**config.mk**
```make
export PLATFORM = sky130hd
export DESIGN_NAME = systolic_feeder
export DESIGN_NICKNAME = d
export VERILOG_FILES = /design/src/rtl/systolic_feeder.sv
export SDC_FILE = /design/constraint.sdc
export NUM_CORES = 1
export LEC_CHECK = 0
export CELL_PAD_IN_SITES_DETAIL_PLACEMENT = 2
export CELL_PAD_IN_SITES_GLOBAL_PLACEMENT = 2
export CORE_MARGIN = 10
export CORE_UTILIZATION = 27
export DETAILED_ROUTE_END_ITERATION = 10
export PLACE_DENSITY = 0.86
export SKIP_LAST_GASP = 1
export SLEW_MARGIN = 20
export SYNTH_ARGS = -nofsm -noshare
export SYNTH_HDL_FRONTEND = slang
export SYNTH_SLANG_ARGS = --single-unit
```
**constraint.sdc**
```tcl
create_clock -name clk -period 7.9 [get_ports clk]
set_input_delay 0.79 -clock clk [delete_from_list [all_inputs] [get_ports clk]]
set_output_delay 0.79 -clock clk [all_outputs]
set_load 0.01 [all_outputs]
```
**src/rtl/systolic_feeder.sv**
```systemverilog
// rtl/systolic_feeder.sv - weight/pixel sequencer with diagonal skew for a DEPTH x DEPTH systolic array (optional SYSTOLIC_FEEDER_LANE_VALID_EN adds lane_valid)
module systolic_feeder #(
    parameter int BIT_WIDTH    = 16,
    parameter int DEPTH        = 4,
    parameter int DRAIN_CYCLES = 8
) (
    input  logic                         clk,
    input  logic                         rst,
    input  logic                         start,
    input  logic [15:0]                  num_vec,
    input  logic [BIT_WIDTH*DEPTH-1:0]   wt_in,
    input  logic                         wt_valid,
    output logic                         wt_ready,
    input  logic [BIT_WIDTH*DEPTH-1:0]   vec_in,
    input  logic                         vec_valid,
    output logic                         vec_ready,
    output logic                         control,
    output logic [BIT_WIDTH*DEPTH-1:0]   wt_arr,
    output logic [BIT_WIDTH*DEPTH-1:0]   data_arr,
    output logic                         busy,
`ifdef SYSTOLIC_FEEDER_LANE_VALID_EN
    output logic [DEPTH-1:0]             lane_valid,
`endif
    output logic                         done
);

    localparam int W = BIT_WIDTH * DEPTH;

    typedef enum logic [2:0] {
        S_IDLE, S_LOAD_WT, S_SETTLE, S_FEED, S_FLUSH, S_DRAIN, S_DONE
    } state_t;

    state_t         r_state, w_next;
    logic [15:0]    r_num, r_cnt;
    logic           r_wt_ready, r_vec_ready, r_control, r_busy, r_done;
    logic [W-1:0]   r_wt_arr;
    logic           w_wt_acc, w_vec_acc, w_shift, w_cnt_en;
    logic [W-1:0]   w_in;

    // Handshakes are qualified by the registered ready, which is high only in the matching state
    assign w_wt_acc  = wt_valid & r_wt_ready;
    assign w_vec_acc = vec_valid & r_vec_ready;
    assign w_shift   = (r_state == S_FEED) || (r_state == S_FLUSH) || (r_state == S_DRAIN);
    // Bubbles, flush and drain all inject an all-zero vector
    assign w_in      = w_vec_acc ? vec_in : '0;

    assign wt_ready  = r_wt_ready;
    assign vec_ready = r_vec_ready;
    assign control   = r_control;
    assign wt_arr    = r_wt_arr;
    assign busy      = r_busy;
    assign done      = r_done;

    // Next-state decode; one shared counter tracks weights, vectors, flush and drain cycles
    always_comb begin
        w_next   = r_state;
        w_cnt_en = 1'b0;
        case (r_state)
            S_IDLE: begin
                if (start) w_next = S_LOAD_WT;
            end
            S_LOAD_WT: begin
                if (w_wt_acc) begin
                    w_cnt_en = 1'b1;
                    if (r_cnt == 16'(DEPTH - 1)) w_next = S_SETTLE;
                end
            end
            S_SETTLE: begin
                w_next = (r_num != 16'd0) ? S_FEED : S_DONE;
            end
            S_FEED: begin
                if (w_vec_acc) begin
                    w_cnt_en = 1'b1;
                    if (r_cnt == r_num - 16'd1) w_next = S_FLUSH;
                end
            end
            S_FLUSH: begin
                w_cnt_en = 1'b1;
                if (r_cnt == 16'(DEPTH - 2)) w_next = S_DRAIN;
            end
            S_DRAIN: begin
                w_cnt_en = 1'b1;
                if (r_cnt == 16'(DRAIN_CYCLES - 1)) w_next = S_DONE;
            end
            S_DONE: begin
                w_next = S_IDLE;
            end
            default: begin
                w_next = S_IDLE;
            end
        endcase
    end

    // State register, job length latch and phase counter (cleared on every state change)
    always_ff @(posedge clk or posedge rst) begin
        if (rst) begin
            r_state <= S_IDLE;
            r_num   <= 16'd0;
            r_cnt   <= 16'd0;
        end else begin
            r_state <= w_next;
            if (r_state == S_IDLE && start) r_num <= num_vec;
            if (w_next != r_state)          r_cnt <= 16'd0;
            else if (w_cnt_en)              r_cnt <= r_cnt + 16'd1;
        end
    end

    // Registered status/handshake outputs follow the upcoming state; weight bus follows the current accept
    always_ff @(posedge clk or posedge rst) begin
        if (rst) begin
            r_wt_ready  <= 1'b0;
            r_vec_ready <= 1'b0;
            r_busy      <= 1'b0;
            r_done      <= 1'b0;
            r_control   <= 1'b0;
            r_wt_arr    <= '0;
        end else begin
            r_wt_ready  <= (w_next == S_LOAD_WT);
            r_vec_ready <= (w_next == S_FEED);
            r_busy      <= (w_next != S_IDLE);
            r_done      <= (w_next == S_DONE);
            r_control   <= (r_state == S_LOAD_WT);
            r_wt_arr    <= w_wt_acc ? wt_in : '0;
        end
    end

    // Skew network: lane i passes through i delay stages ahead of its output register
    for (genvar gi = 0; gi < DEPTH; gi++) begin : g_lane
        logic [BIT_WIDTH-1:0] r_out;
        logic                 r_vout;

        if (gi == 0) begin : g_direct
            // Lane 0 goes straight to its output register
            always_ff @(posedge clk or posedge rst) begin
                if (rst) begin
                    r_out  <= '0;
                    r_vout <= 1'b0;
                end else if (w_shift) begin
                    r_out  <= w_in[BIT_WIDTH-1:0];
                    r_vout <= w_vec_acc;
                end
            end
        end else begin : g_delay
            logic [BIT_WIDTH-1:0] r_dly  [gi];
            logic                 r_vdly [gi];

            // Lane gi shifts its word and accept flag through gi stages, then into the output register
            always_ff @(posedge clk or posedge rst) begin
                if (rst) begin
                    for (int j = 0; j < gi; j++) begin
                        r_dly[j]  <= '0;
                        r_vdly[j] <= 1'b0;
                    end
                    r_out  <= '0;
                    r_vout <= 1'b0;
                end else if (w_shift) begin
                    r_dly[0]  <= w_in[BIT_WIDTH*gi +: BIT_WIDTH];
                    r_vdly[0] <= w_vec_acc;
                    for (int j = 1; j < gi; j++) begin
                        r_dly[j]  <= r_dly[j-1];
                        r_vdly[j] <= r_vdly[j-1];
                    end
                    r_out  <= r_dly[gi-1];
                    r_vout <= r_vdly[gi-1];
                end
            end
        end

        assign data_arr[BIT_WIDTH*gi +: BIT_WIDTH] = r_out;
`ifdef SYSTOLIC_FEEDER_LANE_VALID_EN
        assign lane_valid[gi] = r_vout;
`else
        logic w_vout_unused;
        assign w_vout_unused = r_vout;
`endif
    end

endmodule

```
; ---- Word-level counts from Yosys, hierarchy flattened
; Cells that the tools add are included.
[classes]
reduce_logical = 8
muxes = 16
shifts = 0
magnitude_cmp = 0
div = 0
n_eq_ne = 13
add_sub_neg = 2
mul = 0
bitwise_logic = 2
[ops]
columns = operator, count
row1 = 64-bit two-way mux, 2
row2 = "16-bit by 2-bit equality test with 1-bit output, second input constant", 2
row3 = 16-bit two-way mux, 2
row4 = 3-bit two-way mux, 8
row5 = 3-bit case mux with 6 select lines, 1
row6 = "16-bit by 1-bit adder with 16-bit output, second input constant", 1
row7 = 16-bit equality test, 1
row8 = "16-bit by 3-bit equality test with 1-bit output, second input constant", 1
row9 = 16-bit nonzero test, 1
row10 = "16-bit by 1-bit subtractor with 16-bit output, second input constant", 1
row11 = "3-bit by 2-bit equality test with 1-bit output, second input constant", 3
row12 = "3-bit equality test, second input constant", 3
row13 = "3-bit by 1-bit equality test with 1-bit output, second input constant", 2
row14 = 3-bit zero test, 1
row15 = 3-bit inequality test, 1
row16 = 1-bit case mux with 3 select lines, 1
row17 = 3-bit nonzero test, 1
row18 = 1-bit bitwise AND, 2
row19 = 1-bit logical OR, 2
row20 = 1-bit two-way mux, 2
row21 = 2-bit nonzero test, 1
row22 = 2-bit OR reduction, 1
row23 = 1-bit logical AND, 1
[word_totals]
latch_bits = 0
rom_bits = 0
elab_cells = 60
memories = 0
output_inout_bits = 133
register_bits = 264
inputBits = 149
ramBits = 0

; ---- Longest topological paths before layout
[logic_depth]
word_depth = 7
depth_mapped = 9
depth_no_buf = 8

; ---- Worst setup path after synthesis
; OpenSTA, ideal clock, no wires.
[synth_path]
path_type = register to register
start = register r_num[0]
end = register r_cnt[0]
slack_ns = 5.367
t_arrival_ns = 2.391
setup_time_ns = 0.142
n_path_buf = 1
stages_incl_launch_ff = 10
period_less_slack_ns = 2.533
required_ns = 7.758
path_cell_list = dfrtp_1 > inv_1 > ha_1 > or4b_1 > or4_1 > nand3_1 > o22ai_1 > nor4_2 > buf_2 > a211oi_1
[synth_via]
elab_chain_cells = 7
elab_cells_between_ends = 10
classes_between = add/sub: 1 / eq/ne: 2 / mux: 5 / reduce/logical: 2
[synth_rtl]
columns = item, line_no
row1 = "start, declared", 34  ; logic [15:0] r_num, r_cnt;
row2 = "start signal, assigned", 102  ; if (r_state == S_IDLE && start) r_num <= num_vec;
row3 = 16-bit by 1-bit subtractor with 16-bit output, 74  ; if (r_cnt == r_num - 16'd1) w_next = S_FLUSH;
row4 = 16-bit equality test, 74
row5 = 3-bit two-way mux, 74
row6 = 3-bit two-way mux, 72  ; if (w_vec_acc) begin
row7 = 3-bit case mux with 6 select lines (*), 58  ; case (r_state)
row8 = 3-bit inequality test (*), 103  ; if (w_next != r_state) r_cnt <= 16'd0;
row9 = 16-bit two-way mux or 2-bit nonzero test (tied branches), --
row10 = "end signal, assigned", 104  ; else if (w_cnt_en) r_cnt <= r_cnt + 16'd1;
row11 = "end, declared", 34
; Mark *: on every way between the ends. The rest lies on a longest branch, timed or not.
; A chain may end at the register's enable or synchronous reset.

; ---- Worst setup path after layout
; Ends and elaborated chain as after synthesis.

==> results_dict.tcl <==
set metrics [dict create \
    status "finished, final reports clean" \
    synthCells 1137 \
    period_minus_slack_ns 3.11 \
    first_pass_iters 4 \
    relSlewSlack_pct 35.3 \
    start_util_pct 27.3 \
    port_buffers 281 \
    synth_compound_area_share_pct 4.54 \
    drv_cap 0 \
    clkSlewWorstSetupHoldPaths_ns 0.06 \
    yosysTopAreaCell "dfrtp_1" \
    worstPathRequired_ns 8.35 \
    drc 0 \
    cpMostUsedCell "nor3_1" \
    gr-total-overflow 0 \
    wl_per_cell_um 19.3 \
    vias_per_cell 4.69 \
    worst_pin_slew_ns 0.971 \
    fp.dieH_um 221 \
    finClkSkew_ns 0.00841 \
    clock_path_buffers 3 \
    core-area_um2 39800 \
    cpLargestDelayFamily "simple AND/OR/NAND/NOR gates" \
    dp_hpwl_um 25300 \
    crit_path_cell_trace "inv_1, ha_1, nor4b_2, nand2b_1, nor3_1, nor3_1, o31a_1, a211oi_1" \
    fmax_mhz 321 \
    clock_sinks 264 \
    crit_buf_inv 1 \
    clockRootBuffer "clkbuf_16" \
    hold_buffers 0 \
    path_class "reg -> reg" \
    synth-simple-area-share_pct 27.2 \
    drtIter0Drc 500 \
    worstHoldPathType "reg -> reg" \
    placed_area_um2 14100 \
    drt_wl_total_um 37300 \
    critPathLaunchType "flop" \
    drive_above_1_share_pct 5.99 \
    cts_tree "done" \
    antenna_found_initial 4 \
    synth_area_um2 10900 \
    arrival_ns 3.56 \
    cts_htree_levels 1 \
    syn_nets 1289 \
    area_growth_pct 40.3 \
    synthFlopType "dfrtp_1" \
    grt_pass1_wl_um 58900 \
    gp_congestion 0.795 \
    tns_ns 0 \
    cts-buffers-inserted 31 \
    hold_viol 0 \
    yosys-top-cells-area "dfrtp_1 61%, nand2_1 16%, and3_1 3.7%" \
    synth_xor_area_share_pct 2.55 \
    grt_usage_pct 15.0 \
    setup_viol 0 \
    cp-startpoint "r_num[0]" \
    postRouteAntennaNets 0 \
    synth_edf_count 0 \
    yosys_warnings 0 \
    cts-resized-gates 0 \
    async_flop_share_pct 100 \
    synth_cell_types 54 \
    dieArea_um2 48700 \
    ys_seq_area_share_pct 60.7 \
    avgSynthCellArea_um2 9.57 \
    synth_top_area_share_pct 60.7 \
    utilization_pct 38.3 \
    cts_setup_buffers 0 \
    timing.rr.start "r_num[0]" \
    vias 9061 \
    final_nets 1531 \
    synth_top_family_by_area "simple AND/OR/NAND/NOR gates" \
    post-route-period-util_pct 39.4 \
    grt_max_degree 194 \
    rsz0062_at_grt "false" \
    powerDensity_nw_per_um2 218 \
    io_pins 282 \
    slew_violations 0 \
    clock_latency_ns 0.56 \
    first_global_vias 10243 \
    synth-adder-area-share_pct 0.345 \
    path_max_fanout 16 \
    worst_ir_drop_vdd_uv 142 \
    ys_ff_latch 264 \
    hold_path_startpoint "g_lane[0].r_out[12]" \
    rows 73 \
    nFillCells 4303 \
    die_w_um 221 \
    synth_mux_area_share_pct 1.35 \
    worstSetupEndpointType "flop" \
    design_area_um2 15300 \
    slowest_stage "o31a_1" \
    p_leak_uw 0.00745 \
    cp_slowest_stage_delay_ns 0.54 \
]
final cells by class:
| type | count | area, um^2 | share of cell area, % |
|---|---|---|---|
| diodes | 3 | 7.51 | 0.0492 |
| clock buffers | 44 | 895 | 5.86 |
| clock inverters | 13 | 200 | 1.31 |
| inverters | 11 | 45.0 | 0.295 |
| multi-input cells | 780 | 3930 | 25.7 |
| flip-flops and latches | 264 | 6610 | 43.3 |
| well taps | 525 | 657 | 4.30 |
| repair buffers | 291 | 2930 | 19.2 |
tightest hold or removal path, cell delays in order, from the launching register on:
cell and delay [ns]:
dfrtp_1 0.34, nand2_1 0.05, nand2_1 0.05
logic make-up after synthesis:
| group | count (synthesis) |
|---|---|
| buffers and inverters | 93 |
| xor gates and xnor gates | 30 |
| and+or+nand+nor | 664 |
| AOI/OAI and AO/OA | 70 |
| DFF | 264 |
| adders and majority gates | 3 |
| muxes | 13 |
per-stage QoR:
| stage | hold WS (ns) | power (uW) | worst slack [ns] | std cells |
|---|---|---|---|---|
| global route | 0.490 | 3500 | 4.56 | 1928 |
| global placement | 0.449 | 1810 | 4.63 | 1870 |
| finish | 0.465 | 3330 | 4.79 | 1931 |
| detailed placement | 0.455 | 1830 | 4.45 | 1870 |
| CTS | 0.470 | 3390 | 4.66 | 1927 |
| floorplan | 0.439 | 1650 | 3.63 | 1137 |
state kept, by name, indices dropped and copies added (netlist names):
name                  flops
g_lane.g_delay.r_dly     96
wt_arr                   64
control                   1
wt_ready                  1
r_num                    16
done                      1
vec_ready                 1
r_state                   3
g_lane.r_out             64
busy                      1
r_cnt                    16
cells in the final DEF, fill, tap and decap left out, types with 9 or more instances in the layout:
cell type / Yosys / routed
nand2_1: 451 / 450
xnor2_1: 10 / 10
and3_1: 65 / 65
clkbuf_16: 0 / 31
nor3_1: 11 / 11
dfrtp_1: 264 / 264
a211oi_1: 29 / 29
nand3_1: 74 / 74
inv_1: 10 / 9
mux2_2: 13 / 13
nor2_1: 10 / 9
clkdlybuf4s50_1: 0 / 280
xor2_1: 19 / 19
routing by layer:
metal | part of all wire (%) | up-vias | global-route usage (%)
met1 | 42 | 4552 | 18.7
li1 | - | 4225 | -
met3 | 7.9 | 59 | 4.48
met4 | 1.8 | 6 | 3.56
met5 | 0.091 | - | 0
met2 | 48 | 219 | 25.1
synthesized netlist by cell type (3+ instances only):
master and count:
and2_1 3, a211oi_1 29, nand2_1 451, xnor2_1 10, a21oi_1 8, nor4_1 8, nor2b_1 7, nor3_1 11
and3_1 65, o21ai_0 7, nand4_1 7, inv_1 10, mux2_2 13, xor2_1 19, or4_1 4, o21ai_1 3
and3b_1 3, or3_1 4, nand3_1 74, nor2_1 10, dfrtp_1 264, clkbuf_1 75, o211ai_1 4, buf_2 3
ha_1 3, nand2b_1 4, a2111oi_0 3
power by group:
group / leakage [uW] / switching [uW] / internal, uW
Combinational: 0.00345 / 159 / 174
Clock: 0.000538 / 578 / 947
Sequential: 0.00347 / 63.5 / 1410
worst paths after layout:
kind                                            end  slack, ns  depth (start not counted)
worst max register to register             r_cnt[0]       4.79                          8
worst min-delay path            g_lane[0].r_out[12]       0.46                          2
max in group asynchronous        g_lane[1].r_out[5]       5.71                          5
min in group asynchronous                  r_cnt[8]       0.79                          3
worst min register to register  g_lane[0].r_out[12]       0.46                          2
worst max-delay path                       r_cnt[0]       4.79                          8
(Power assumes the default switching activity.)
